$ cat config.mk
export PLATFORM = sky130hd
export DESIGN_NAME = wb_sequencer_flat
export DESIGN_NICKNAME = d
export VERILOG_FILES = /design/src/rtl/wb_sequencer_if.sv /design/src/rtl/wb_sequencer.sv /design/src/flat_wrapper.sv
export SDC_FILE = /design/constraint.sdc
export NUM_CORES = 1
export LEC_CHECK = 0
export ABC_AREA = 1
export ABC_CLOCK_PERIOD_IN_PS = 1900
export CORE_AREA = 2 2 62 64
export DETAILED_ROUTE_END_ITERATION = 16
export DIE_AREA = 0 0 64 66
export PLACE_DENSITY_LB_ADDON = 0.3
export SYNTH_ARGS = -nofsm -noshare
export SYNTH_HDL_FRONTEND = slang
export SYNTH_SLANG_ARGS = --single-unit
$ cat constraint.sdc
create_clock -name clk -period 1.9 [get_ports clk]
set_clock_uncertainty 0.2 [all_clocks]
set_input_delay 0.38 -clock clk [delete_from_list [all_inputs] [get_ports clk]]
set_output_delay 0.38 -clock clk [all_outputs]
set_load 0.05 [all_outputs]
$ cat src/rtl/wb_sequencer_if.sv
// Handshake and control bundle between the instruction decoder (master) and the
// writeback sequencer (slave).
interface wb_sequencer_if;
   logic       start;
   logic [5:0] opcode;
   logic [5:0] funct;
   logic       div_zero;
   logic [3:0] mem_to_reg;
   logic [1:0] reg_dst;
   logic       reg_write;
   logic       hilo_write;
   logic       md_start;
   logic       mem_read;
   logic       busy;
   logic       done;
   logic       exception;

   modport master (
      output start, opcode, funct, div_zero,
      input  mem_to_reg, reg_dst, reg_write, hilo_write, md_start,
             mem_read, busy, done, exception
   );

   modport slave (
      input  start, opcode, funct, div_zero,
      output mem_to_reg, reg_dst, reg_write, hilo_write, md_start,
             mem_read, busy, done, exception
   );
endinterface

$ cat src/rtl/wb_sequencer.sv
// Multicycle writeback controller: decodes one instruction, steps it through
// EXEC / MEM / MD phases and drives the writeback select and write strobes.
module wb_sequencer #(
   parameter int unsigned MEM_WAIT  = 2,
   parameter int unsigned MD_CYCLES = 32
) (
   input logic           clk,
   input logic           reset,
   wb_sequencer_if.slave bus_io
);

   typedef enum logic [2:0] {
      S_IDLE, S_EXEC, S_MEM, S_MD, S_WB, S_ERR
   } state_e;

   typedef enum logic [2:0] {
      C_ALU, C_LOAD, C_MULT, C_DIV, C_JR, C_BAD
   } cls_e;

   // Terminal counts; the counter starts at 0, so the last cycle is N-1.
   localparam logic [5:0] MEM_LAST = 6'(MEM_WAIT - 1);
   localparam logic [5:0] MD_LAST  = 6'(MD_CYCLES - 1);

   state_e     state_q, state_d;
   cls_e       cls_q, cls_d;
   logic [3:0] sel_q, sel_d;
   logic [1:0] dst_q, dst_d;
   logic [5:0] cnt_q, cnt_d;

   cls_e       decCls;
   logic [3:0] decSel;
   logic [1:0] decDst;

   always_ff @(posedge clk) begin
      if (reset) begin
         state_q <= S_IDLE;
         cls_q   <= C_ALU;
         sel_q   <= 4'd0;
         dst_q   <= 2'd0;
         cnt_q   <= 6'd0;
      end else begin
         state_q <= state_d;
         cls_q   <= cls_d;
         sel_q   <= sel_d;
         dst_q   <= dst_d;
         cnt_q   <= cnt_d;
      end
   end

   // Instruction decode; anything not listed falls into C_BAD with select/dst 0.
   always_comb begin
      decCls = C_BAD;
      decSel = 4'd0;
      decDst = 2'd0;
      case (bus_io.opcode)
         6'h00: begin
            decDst = 2'd1;
            decCls = C_ALU;
            case (bus_io.funct)
               6'h20, 6'h22, 6'h24:               decSel = 4'd0;
               6'h2a:                             decSel = 4'd4;
               6'h00, 6'h02, 6'h03, 6'h04, 6'h07: decSel = 4'd7;
               6'h10:                             decSel = 4'd2;
               6'h12:                             decSel = 4'd3;
               6'h18:                             decCls = C_MULT;
               6'h1a:                             decCls = C_DIV;
               6'h08:                             decCls = C_JR;
               default: begin
                  decCls = C_BAD;
                  decDst = 2'd0;
               end
            endcase
         end
         6'h08: decCls = C_ALU;
         6'h0a: begin
            decCls = C_ALU;
            decSel = 4'd4;
         end
         6'h0f: begin
            decCls = C_ALU;
            decSel = 4'd6;
         end
         6'h23, 6'h21, 6'h20: begin
            decCls = C_LOAD;
            decSel = 4'd1;
         end
         6'h03: begin
            decCls = C_ALU;
            decDst = 2'd2;
         end
         default: decCls = C_BAD;
      endcase
   end

   // Next-state and output logic.
   always_comb begin
      state_d = state_q;
      cls_d   = cls_q;
      sel_d   = sel_q;
      dst_d   = dst_q;
      cnt_d   = cnt_q;

      bus_io.mem_to_reg = 4'd0;
      bus_io.reg_dst    = 2'd0;
      bus_io.reg_write  = 1'b0;
      bus_io.hilo_write = 1'b0;
      bus_io.md_start   = 1'b0;
      bus_io.mem_read   = 1'b0;
      bus_io.busy       = (state_q != S_IDLE);
      bus_io.done       = 1'b0;
      bus_io.exception  = 1'b0;

      if (state_q inside {S_EXEC, S_MEM, S_MD, S_WB}) begin
         bus_io.mem_to_reg = sel_q;
         bus_io.reg_dst    = dst_q;
      end

      case (state_q)
         S_IDLE: begin
            if (bus_io.start) begin
               cls_d   = decCls;
               sel_d   = decSel;
               dst_d   = decDst;
               state_d = (decCls == C_BAD) ? S_ERR : S_EXEC;
            end
         end
         S_EXEC: begin
            cnt_d = 6'd0;
            case (cls_q)
               C_LOAD: state_d = S_MEM;
               C_MULT: begin
                  bus_io.md_start = 1'b1;
                  state_d         = S_MD;
               end
               C_DIV: begin
                  if (bus_io.div_zero) begin
                     state_d = S_ERR;
                  end else begin
                     bus_io.md_start = 1'b1;
                     state_d         = S_MD;
                  end
               end
               default: state_d = S_WB;
            endcase
         end
         S_MEM: begin
            bus_io.mem_read = 1'b1;
            if (cnt_q == MEM_LAST) state_d = S_WB;
            else                   cnt_d   = cnt_q + 6'd1;
         end
         S_MD: begin
            if (cnt_q == MD_LAST) state_d = S_WB;
            else                  cnt_d   = cnt_q + 6'd1;
         end
         S_WB: begin
            bus_io.done       = 1'b1;
            bus_io.reg_write  = (cls_q == C_ALU) || (cls_q == C_LOAD);
            bus_io.hilo_write = (cls_q == C_MULT) || (cls_q == C_DIV);
            state_d           = S_IDLE;
         end
         S_ERR: begin
            bus_io.done      = 1'b1;
            bus_io.exception = 1'b1;
            state_d          = S_IDLE;
         end
         default: state_d = S_IDLE;
      endcase
   end

endmodule

$ cat src/flat_wrapper.sv
// flat-port wrapper written by rule: the top's interface ports become plain ports
module wb_sequencer_flat 
#(
   parameter int unsigned MEM_WAIT  = 2,
   parameter int unsigned MD_CYCLES = 32
)
  (clk, reset, bus_io_start, bus_io_opcode, bus_io_funct, bus_io_div_zero, bus_io_mem_to_reg, bus_io_reg_dst, bus_io_reg_write, bus_io_hilo_write, bus_io_md_start, bus_io_mem_read, bus_io_busy, bus_io_done, bus_io_exception);
  wb_sequencer_if bus_io_i ();
  input logic clk;
  input logic reset;
  input wire logic [$bits(bus_io_i.start)-1:0] bus_io_start;
  input wire logic [$bits(bus_io_i.opcode)-1:0] bus_io_opcode;
  input wire logic [$bits(bus_io_i.funct)-1:0] bus_io_funct;
  input wire logic [$bits(bus_io_i.div_zero)-1:0] bus_io_div_zero;
  output wire logic [$bits(bus_io_i.mem_to_reg)-1:0] bus_io_mem_to_reg;
  output wire logic [$bits(bus_io_i.reg_dst)-1:0] bus_io_reg_dst;
  output wire logic [$bits(bus_io_i.reg_write)-1:0] bus_io_reg_write;
  output wire logic [$bits(bus_io_i.hilo_write)-1:0] bus_io_hilo_write;
  output wire logic [$bits(bus_io_i.md_start)-1:0] bus_io_md_start;
  output wire logic [$bits(bus_io_i.mem_read)-1:0] bus_io_mem_read;
  output wire logic [$bits(bus_io_i.busy)-1:0] bus_io_busy;
  output wire logic [$bits(bus_io_i.done)-1:0] bus_io_done;
  output wire logic [$bits(bus_io_i.exception)-1:0] bus_io_exception;
  assign bus_io_i.start = bus_io_start;
  assign bus_io_i.opcode = bus_io_opcode;
  assign bus_io_i.funct = bus_io_funct;
  assign bus_io_i.div_zero = bus_io_div_zero;
  assign bus_io_mem_to_reg = bus_io_i.mem_to_reg;
  assign bus_io_reg_dst = bus_io_i.reg_dst;
  assign bus_io_reg_write = bus_io_i.reg_write;
  assign bus_io_hilo_write = bus_io_i.hilo_write;
  assign bus_io_md_start = bus_io_i.md_start;
  assign bus_io_mem_read = bus_io_i.mem_read;
  assign bus_io_busy = bus_io_i.busy;
  assign bus_io_done = bus_io_i.done;
  assign bus_io_exception = bus_io_i.exception;
  wb_sequencer #(.MEM_WAIT(MEM_WAIT), .MD_CYCLES(MD_CYCLES)) u_core (.clk(clk), .reset(reset), .bus_io(bus_io_i));
endmodule
==> impl_metrics.py, run 1 <==
metrics = {
    "outcome": {
        "outcome": "finished, violations left",
        "violations": "setup timing",
    },
    "synthesis": {
        "synth-seq-cells": 17,
        "ys_seq_area_share_pct": 26.6,
        "yosys_warnings": 0,
        "avgSynthCellArea_um2": 6.17,
        "syn_inst": 207,
        "synth_fp_nets": 225,
        "yosysTopAreaCell": "dfxtp_1",
        "netlist_area_um2": 1280,
        "synth_cell_type_count": 30,
        "ys_top_cells_by_area": "dfxtp_1 27%, nand2_1 13%, nor2_1 10%",
        "yosysTopAreaCellShare_pct": 26.6,
    },
    "global_route": {
        "grt_first_pass_wirelength_mm": 5.49,
        "met1_usage_pct": 18.1,
        "grt_max_degree": 11,
        "gr-usage-all-layers_pct": 15.9,
        "grt_antenna_before_repair": 0,
        "use_met3_pct": 2.39,
        "gr-total-overflow": 0,
        "grt_pass1_vias": 1380,
        "grt_util_met2_pct": 29.9,
        "busiest_layer": "met2",
    },
    "pwr": {
        "ir_worst_vdd_uv": 387,
        "p_leak_nw": 0.932,
        "p_per_area_nw_per_um2": 1080,
    },
    "placement": {
        "hpwl_mm": 2.51,
        "place_ws_ps": -277,
        "dp.cells": 301,
        "finalWeightedCongestion": 0.842,
        "port_buffers": 27,
    },
    "setup_path": {
        "end_kind": "output pin",
        "crit_end": "bus_io_mem_to_reg[0]",
        "crit_required_ps": 1320,
        "crit_path_start_kind": "flip-flop",
        "critPathMaxFanout": 5,
        "reg2reg_to": "u_core.state_q[0]$_SDFFE_PP0P_",
        "r2r-start": "u_core.cnt_q[1]$_SDFFE_PP0P_",
        "startpoint": "u_core.state_q[0]$_SDFFE_PP0P_",
        "crit_type": "flip-flop to output pin",
        "arrival_ps": 1360,
        "r2r_cells": 10,
        "rrSetupSlack_ps": 180,
    },
    "clock_tree": {
        "cts-hold-fix-buffers": 0,
        "tritoncts": "yes",
        "htreeDepth": 1,
        "cts.path.max_buffers": 2,
        "cts.reportedPaths.clkPinSlew_ps": 110,
        "clk_latency_ps": 290,
        "cts_num_sinks": 17,
        "cts_made_buffers": 3,
        "cts-root-buf": "clkbuf_4",
    },
    "finish": {
        "fin_cells": 311,
        "final_common_cell": "nand2_1",
        "syn2layout_area_growth_pct": 64.0,
        "drive_above_1_share_pct": 33.8,
        "antenna_cells": 0,
        "final_nets": 282,
        "final_cell_mix": "43 x nand2_1, 28 x inv_1, 25 x buf_4",
    },
    "floorplanning": {
        "die_x_um": 64,
        "io_pins": 29,
        "die_h_um": 66,
        "row_count": 22,
        "start_util_pct": 36.0,
        "core_area_um2": 3550,
        "dieArea_um2": 4220,
    },
    "timing": {
        "hold_viol": 0,
        "fmax_mhz": 515,
        "rsz0062_at_grt": "yes",
        "fin_tns_setup_ps": -174,
        "period_share_pct": 102,
        "maxSlewViolCount": 0,
        "fin_crit_ps": 1940,
        "setup_viol": 8,
        "fin_ws_ps": -41.9,
    },
    "detailed_routing": {
        "wire_per_inst_um": 10.1,
        "vias": 1471,
        "routed_wl_mm": 3.14,
        "avgViaCountPerCell": 4.73,
        "dr.pass1.iters": 4,
        "drt_iter0_markers": 52,
        "ant_nets": 0,
        "drc_errors": 0,
    },
    "flow_run": {
        "cap_violations": 0,
    },
    "hold_path": {
        "hold_path.class": "flip-flop to flip-flop",
        "min-delay-start": "u_core.sel_q[0]$_SDFFE_PP0P_",
    },
}
synth_stat cells:
library cell and instances:
ha_1 2, nand2_4 1, and2_4 1, conb_1 1, inv_2 5, a211oi_2 1, nor3_1 12, o21ai_0 9
buf_1 1, nand2_2 3, dfxtp_1 17, inv_1 30, nand4_1 2, a21oi_1 12, nand3_4 1, nand2_1 43
nor2_8 1, a31oi_1 2, buf_4 1, nor3_2 2, o21bai_1 1, nor2_4 3, o211ai_2 1, nand3_1 14
a211oi_1 1, nor4_1 1, nor2_2 2, nor2_1 35, nor3b_1 1, nor3_4 1
worst max-delay path: stages (launching register included):
cell and delay, ps:
dfxtp_4 370, nor2_4 100, buf_6 110, nor2_4 30, nor2_4 220, nor2_2 90, buf_12 150
stage by stage:
step / hold slack (ps) / utilization, % / area [um2] / total power, mW
floorplan: 230 / - / 1300 / 1.31
global placement: 246 / 53.5 / 1900 / 1.80
detailed placement: 255 / 53.5 / 1900 / 1.81
CTS: 273 / 56.4 / 2000 / 2.17
global route: 309 / 59.0 / 2090 / 2.42
finish: 272 / 59.0 / 2090 / 2.26
report_power, final:
group	switching [mW]	internal, mW	leakage [nW]
Combinational	0.892	0.633	0.774
Clock	0.118	0.0781	0.0177
Sequential	0.0889	0.452	0.141
per-layer routing:
layer / wire length (um) / vias up
met5: 0 / -
met4: 23 / 0
li1: - / 776
met3: 96 / 2
met1: 1290 / 666
met2: 1730 / 27
state kept, by name, indices dropped and copies added (netlist names):
register	cells
u_core.state_q	3
u_core.cnt_q	6
u_core.sel_q	3
u_core.dst_q	2
u_core.cls_q	3
kinds of logic after synthesis:
| family | share of synthesized area [%] |
|---|---|
| adders and majority gates | 1.96 |
| buffers and inverters | 11.2 |
| and+or+nand+nor | 47.6 |
| other | 0.294 |
| AOI/OAI and AO/OA | 12.3 |
| DFF | 26.6 |
cell type report:
cell class / count / area, um2
clock buffer: 3 / 22.5
clock inverter: 1 / 5.00
fill: 325 / 1460
inverter: 35 / 131
multi-input combinational: 153 / 917
sequential: 17 / 350
tap: 48 / 60.1
timing repair buffer: 54 / 608
how the worst min path moves through the flow:
stage                                   end  cells past startpoint  slack, ps
6_report       u_core.sel_q[0]$_SDFFE_PP0P_                      2        270
5_1_grt        u_core.sel_q[2]$_SDFFE_PP0P_                      2        310
4_1_cts        u_core.sel_q[0]$_SDFFE_PP0P_                      2        270
3_5_place_dp   u_core.dst_q[1]$_SDFFE_PP0P_                      2        260
3_3_place_gp   u_core.dst_q[1]$_SDFFE_PP0P_                      2        250
2_1_floorplan  u_core.dst_q[1]$_SDFFE_PP0P_                      2        230
what timing repair did:
| action | in CTS | in global routing |
|---|---|---|
| pin swaps | 5 | 7 |
| setup endpoints to repair | 9 | 18 |
| cloned | 0 | 0 |
| gates resized for setup | 20 | 18 |
| buffers inserted | 2 | 4 |
Note: power is estimated with default switching activity, not from simulation.
==> run 2: changes to the inputs <==
Settings changed: PLACE_DENSITY from default to 0.58, PLACE_DENSITY_LB_ADDON 0.3 to default.
==> impl_metrics.py, run 2 (synthesized netlist as in run 1, its figures left out) <==
metrics = {
    "outcome": {
        "outcome": "finished, violations left",
        "violations": "setup timing",
    },
    "pwr": {
        "combinationalPowerShare_pct": 66.2,
        "p_per_area_nw_per_um2": 1040,
        "ir_worst_vdd_uv": 653,
        "p_clk_share_pct": 8.9,
        "intPower_mw": 1.08,
        "p_seq_share_pct": 24.9,
        "swShare_pct": 50.3,
        "power_switching_mw": 1.09,
        "p_leak_nw": 0.945,
    },
    "detailed_routing": {
        "routed_wl_mm": 3.20,
        "ant_nets": 0,
        "vias": 1406,
        "drc_errors": 0,
        "avgViaCountPerCell": 4.58,
        "drt_iter0_markers": 62,
        "dr.pass1.iters": 4,
        "wire_per_inst_um": 10.4,
    },
    "finish": {
        "final_area_um2": 2070,
        "largest_register_ffs": 6,
        "final_nets": 278,
        "final_cell_mix": "42 x nand2_1, 26 x inv_1, 23 x buf_4",
        "syn2layout_area_growth_pct": 62.4,
        "final_common_cell": "nand2_1",
        "drive_above_1_share_pct": 34.4,
        "antenna_cells": 0,
        "regMostFlops": "u_core.cnt_q",
    },
    "timing": {
        "fmax_mhz": 505,
        "rsz0062_at_grt": "yes",
        "fin_tns_setup_ps": -515,
        "maxSlewViolCount": 0,
        "hold_ws_ps": 274,
        "fin_crit_ps": 1980,
        "period_share_pct": 104,
        "hold_viol": 0,
        "setup_viol": 9,
        "fin_ws_ps": -81.8,
    },
    "hold_path": {
        "min-delay-start": "u_core.sel_q[1]$_SDFFE_PP0P_",
        "whs_path_depth": 2,
        "hold_path.class": "flip-flop to flip-flop",
        "hold_path_end": "u_core.sel_q[1]$_SDFFE_PP0P_",
    },
    "setup_path": {
        "crit_required_ps": 1320,
        "reg2reg_to": "u_core.state_q[0]$_SDFFE_PP0P_",
        "r2r-start": "u_core.state_q[1]$_SDFFE_PP0P_",
        "arrival_ps": 1400,
        "max_stage_delay_ps": 370,
        "slowest_stage": "dfxtp_4",
        "end_kind": "output pin",
        "critPathMaxFanout": 5,
        "r2r_cells": 9,
        "crit_path_start_kind": "flip-flop",
        "path_common_cell": "nor2_4",
        "crit_type": "flip-flop to output pin",
        "worstPathCellList": "nor2_4, nor2_4, nor2_4, nor2_2, buf_12",
        "rrSetupSlack_ps": 220,
    },
    "clock_tree": {
        "cts_made_buffers": 3,
        "cts-root-buf": "clkbuf_4",
        "clk_latency_ps": 290,
        "cts.reportedPaths.clkPinSlew_ps": 110,
        "tritoncts": "yes",
        "cts.path.max_buffers": 2,
        "htreeDepth": 1,
        "cts_num_sinks": 17,
    },
    "placement": {
        "hpwl_mm": 2.57,
        "finalWeightedCongestion": 0.878,
        "port_buffers": 27,
        "placed_cell_area_um2": 1900,
    },
    "global_route": {
        "grt_first_pass_wirelength_mm": 5.46,
        "grt_antenna_before_repair": 0,
        "gr-total-overflow": 0,
        "gr-usage-all-layers_pct": 16.1,
        "grt_pass1_vias": 1291,
        "grt_max_degree": 10,
    },
    "floorplanning": {
        "start_util_pct": 36.0,
        "dieArea_um2": 4220,
        "die_x_um": 64,
        "io_pins": 29,
        "row_count": 22,
        "core_area_um2": 3550,
        "die_h_um": 66,
    },
    "flow_run": {
        "cap_violations": 0,
    },
}
## run 2: worst max-delay path, delay by kind of cell (launching register included)
| family | cells | cell delay, ps |
|---|---|---|
| buffers and inverters | 1 | 160 |
| DFF | 1 | 370 |
| and+or+nand+nor | 4 | 570 |
## run 2: how the worst max path moves through the flow
stage / slack (ps) / cells past startpoint / to / start
after floorplan: -120 / 5 / bus_io_mem_to_reg[0] / u_core.state_q[1]$_SDFFE_PP0P_
after global placement: -250 / 14 / u_core.state_q[2]$_SDFFE_PP0P_ / bus_io_funct[4]
after detailed placement: -230 / 14 / u_core.state_q[2]$_SDFFE_PP0P_ / bus_io_funct[3]
after CTS: -80 / 6 / bus_io_hilo_write / u_core.state_q[1]$_SDFFE_PP0P_
after global routing: -180 / 6 / bus_io_hilo_write / u_core.state_q[1]$_SDFFE_PP0P_
final: -80 / 5 / bus_io_mem_to_reg[2] / u_core.state_q[1]$_SDFFE_PP0P_
## run 2: power by group through the flow
| stage | clock network (mW) | registers [mW] | logic (mW) |
|---|---|---|---|
| 2_1_floorplan | 0 | 0.519 | 0.794 |
| 3_3_place_gp | 0 | 0.525 | 1.25 |
| 3_5_place_dp | 0 | 0.526 | 1.26 |
| 4_1_cts | 0.199 | 0.530 | 1.38 |
| 5_1_grt | 0.215 | 0.550 | 1.55 |
| 6_report | 0.192 | 0.540 | 1.43 |
## run 2: routing by layer
| metal | wire length (um) | up-vias | share of wire, % | track usage (%) |
|---|---|---|---|---|
| met4 | 14 | 0 | 0.44 | 4.08 |
| met3 | 81 | 2 | 2.5 | 1.53 |
| met5 | 0 | - | 0 | 0 |
| met2 | 1650 | 22 | 51 | 29.3 |
| met1 | 1460 | 615 | 46 | 20.3 |
| li1 | - | 767 | - | - |
## run 2: what timing repair did
action,CTS,global route
setup endpoints to repair,8,15
hold buffers,0,0
setup buffers,1,1
pin swaps,3,4
gates resized for setup,21,26
## run 2: through the flow
step	setup WS [ps]	power [mW]	util, %	std cells
floorplan	-119	1.31	-	207
global placement	-248	1.78	53.5	301
detailed placement	-227	1.78	53.5	301
CTS	-76.3	2.11	56.1	306
global route	-180	2.31	58.4	307
finish	-81.8	2.16	58.4	307
## run 2: layout make-up
| class | instances | area, um2 |
|---|---|---|
| timing repair buffer | 50 | 581 |
| fill | 350 | 1480 |
| multi-input combinational | 153 | 923 |
| sequential | 17 | 353 |
| clock buffer | 4 | 26.3 |
| inverter | 35 | 131 |
| tap | 48 | 60.1 |
==> run 3: changes to the inputs <==
Settings changed: RECOVER_POWER from default to 50.
==> impl_metrics.py, run 3 (synthesized netlist as in run 1, its figures left out) <==
metrics = {
    "placement": {
        "place_ws_ps": -227,
        "hpwl_mm": 2.57,
        "finalWeightedCongestion": 0.878,
        "port_buffers": 27,
        "dp.cells": 301,
    },
    "timing": {
        "fmax_mhz": 505,
        "setup_viol": 9,
        "hold_viol": 0,
        "fin_crit_ps": 1980,
        "maxSlewViolCount": 0,
        "rsz0062_at_grt": "yes",
        "period_share_pct": 104,
        "fin_ws_ps": -78.4,
    },
    "clock_tree": {
        "clk_latency_ps": 290,
        "htreeDepth": 1,
        "tritoncts": "yes",
        "cts_made_buffers": 3,
        "cts.reportedPaths.clkPinSlew_ps": 100,
        "cts-root-buf": "clkbuf_4",
        "cts_num_sinks": 17,
        "cts.path.max_buffers": 2,
        "cts-hold-fix-buffers": 0,
    },
    "setup_path": {
        "r2r-start": "u_core.cnt_q[1]$_SDFFE_PP0P_",
        "r2r_cells": 10,
        "cp.depth": 5,
        "slowest_stage": "dfxtp_2",
        "path_common_cell": "nor2_4",
        "crit_required_ps": 1320,
        "reg2reg_to": "u_core.state_q[0]$_SDFFE_PP0P_",
        "rrSetupSlack_ps": 140,
        "arrival_ps": 1400,
        "max_stage_delay_ps": 380,
        "critPathBufInv": 2,
        "critical-path-top-delay-family": "simple AND/OR/NAND/NOR gates",
        "end_kind": "output pin",
        "crit_path_start_kind": "flip-flop",
        "crit_type": "flip-flop to output pin",
        "critPathMaxFanout": 5,
        "worstPathCellList": "inv_2, nor2_4, nor2_4, nor2_2, buf_12",
    },
    "floorplanning": {
        "row_count": 22,
        "die_h_um": 66,
        "dieArea_um2": 4220,
        "die_x_um": 64,
        "start_util_pct": 36.0,
        "io_pins": 29,
        "core_area_um2": 3550,
    },
    "pwr": {
        "intPower_mw": 1.07,
        "combinationalPowerShare_pct": 66.0,
        "power_switching_mw": 1.08,
        "p_leak_nw": 0.940,
        "swShare_pct": 50.3,
        "ir_worst_vdd_uv": 656,
        "p_per_area_nw_per_um2": 1050,
        "p_seq_share_pct": 25.1,
        "p_clk_share_pct": 8.9,
    },
    "detailed_routing": {
        "wire_per_inst_um": 10.3,
        "routed_wl_mm": 3.17,
        "vias": 1396,
        "dr.pass1.iters": 4,
        "ant_nets": 0,
        "drc_errors": 0,
        "avgViaCountPerCell": 4.55,
        "drt_iter0_markers": 63,
    },
    "finish": {
        "final_nets": 278,
        "fin_cells": 307,
        "final_cell_mix": "42 x nand2_1, 26 x inv_1, 22 x buf_4",
        "antenna_cells": 0,
        "multi_input_area_um2": 902,
        "drive_above_1_share_pct": 33.6,
        "regArea_um2": 353,
        "regMostFlops": "u_core.cnt_q",
        "largest_register_ffs": 6,
        "fillCellCount": 352,
        "syn2layout_area_growth_pct": 60.5,
        "final_common_cell": "nand2_1",
    },
    "outcome": {
        "outcome": "finished, violations left",
        "violations": "setup timing",
    },
    "hold_path": {
        "hold_path.class": "flip-flop to flip-flop",
        "hold_path_end": "u_core.sel_q[1]$_SDFFE_PP0P_",
        "whs_path_depth": 2,
        "min-delay-start": "u_core.sel_q[1]$_SDFFE_PP0P_",
    },
    "global_route": {
        "gr-usage-all-layers_pct": 16.1,
        "grt_first_pass_wirelength_mm": 5.46,
        "grt_max_degree": 10,
        "gr-total-overflow": 0,
        "grt_antenna_before_repair": 0,
        "grt_pass1_vias": 1291,
    },
    "flow_run": {
        "cap_violations": 0,
    },
}
[run 3: changes by cell type in the layout (fill, tap and decap cells not counted)]
cell      previous run  this run
buf_4               23        22
nor2_2               8         7
o21ai_1              1         0
nor2_1              20        21
nand3_2              0         1
clkbuf_2             0         1
o21ai_0              8         9
nand3_4              1         0
nor3_1               7         8
nor3_4               4         3
[run 3: worst max path at each step]
stage	from	to	slack, ps
after global placement	bus_io_funct[4]	u_core.state_q[2]$_SDFFE_PP0P_	-250
after global routing	u_core.state_q[1]$_SDFFE_PP0P_	bus_io_hilo_write	-180
after detailed placement	bus_io_funct[3]	u_core.state_q[2]$_SDFFE_PP0P_	-230
final	u_core.state_q[2]$_SDFFE_PP0P_	bus_io_mem_to_reg[2]	-80
after floorplan	u_core.state_q[1]$_SDFFE_PP0P_	bus_io_mem_to_reg[0]	-120
after CTS	u_core.state_q[1]$_SDFFE_PP0P_	bus_io_hilo_write	-80
[run 3: worst register-to-register path: stages (launching register included)]
cell,delay (ps)
dfxtp_1,330
inv_1,80
ha_1,150
nand2_1,50
nor3_1,300
inv_1,70
nand2_1,60
nand2_1,80
nor2_2,120
o21ai_0,120
a21oi_1,130
[run 3: area by class of cell]
type,instances,share of cell area (%)
multi-input combinational,153,44.0
timing repair buffer,50,28.2
sequential,17,17.2
inverter,35,6.41
tap,48,2.93
clock buffer,4,1.28
[run 3: routing by layer]
metal,track usage (%),up-vias,share of wire (%)
met3,1.53,2,3.3
li1,-,765,-
met4,4.08,0,0.44
met5,0,-,0
met2,29.3,24,51
met1,20.3,605,45
[run 3: timing repair]
action | in CTS | in global routing
pin swaps | 3 | 4
buffers inserted | 1 | 1
resized for setup | 21 | 26
setup endpoints to repair | 8 | 15
[run 3: power groups by stage]
stage | clock network, mW | registers [mW] | logic (mW)
final | 0.191 | 0.539 | 1.41
after global routing | 0.215 | 0.550 | 1.53
after CTS | 0.199 | 0.530 | 1.38
after detailed placement | 0 | 0.526 | 1.26
after global placement | 0 | 0.525 | 1.25
after floorplan | 0 | 0.519 | 0.794
[run 3: per-stage QoR]
stage	area, um2	power [mW]	hold slack (ps)	utilization (%)	setup TNS [ps]
finish	2050	2.14	276	57.8	-488
global route	2050	2.30	300	57.8	-1790
CTS	1990	2.11	275	56.1	-385
detailed placement	1900	1.78	253	53.5	-1290
global placement	1900	1.78	242	53.5	-1320
floorplan	1300	1.31	230	-	-679
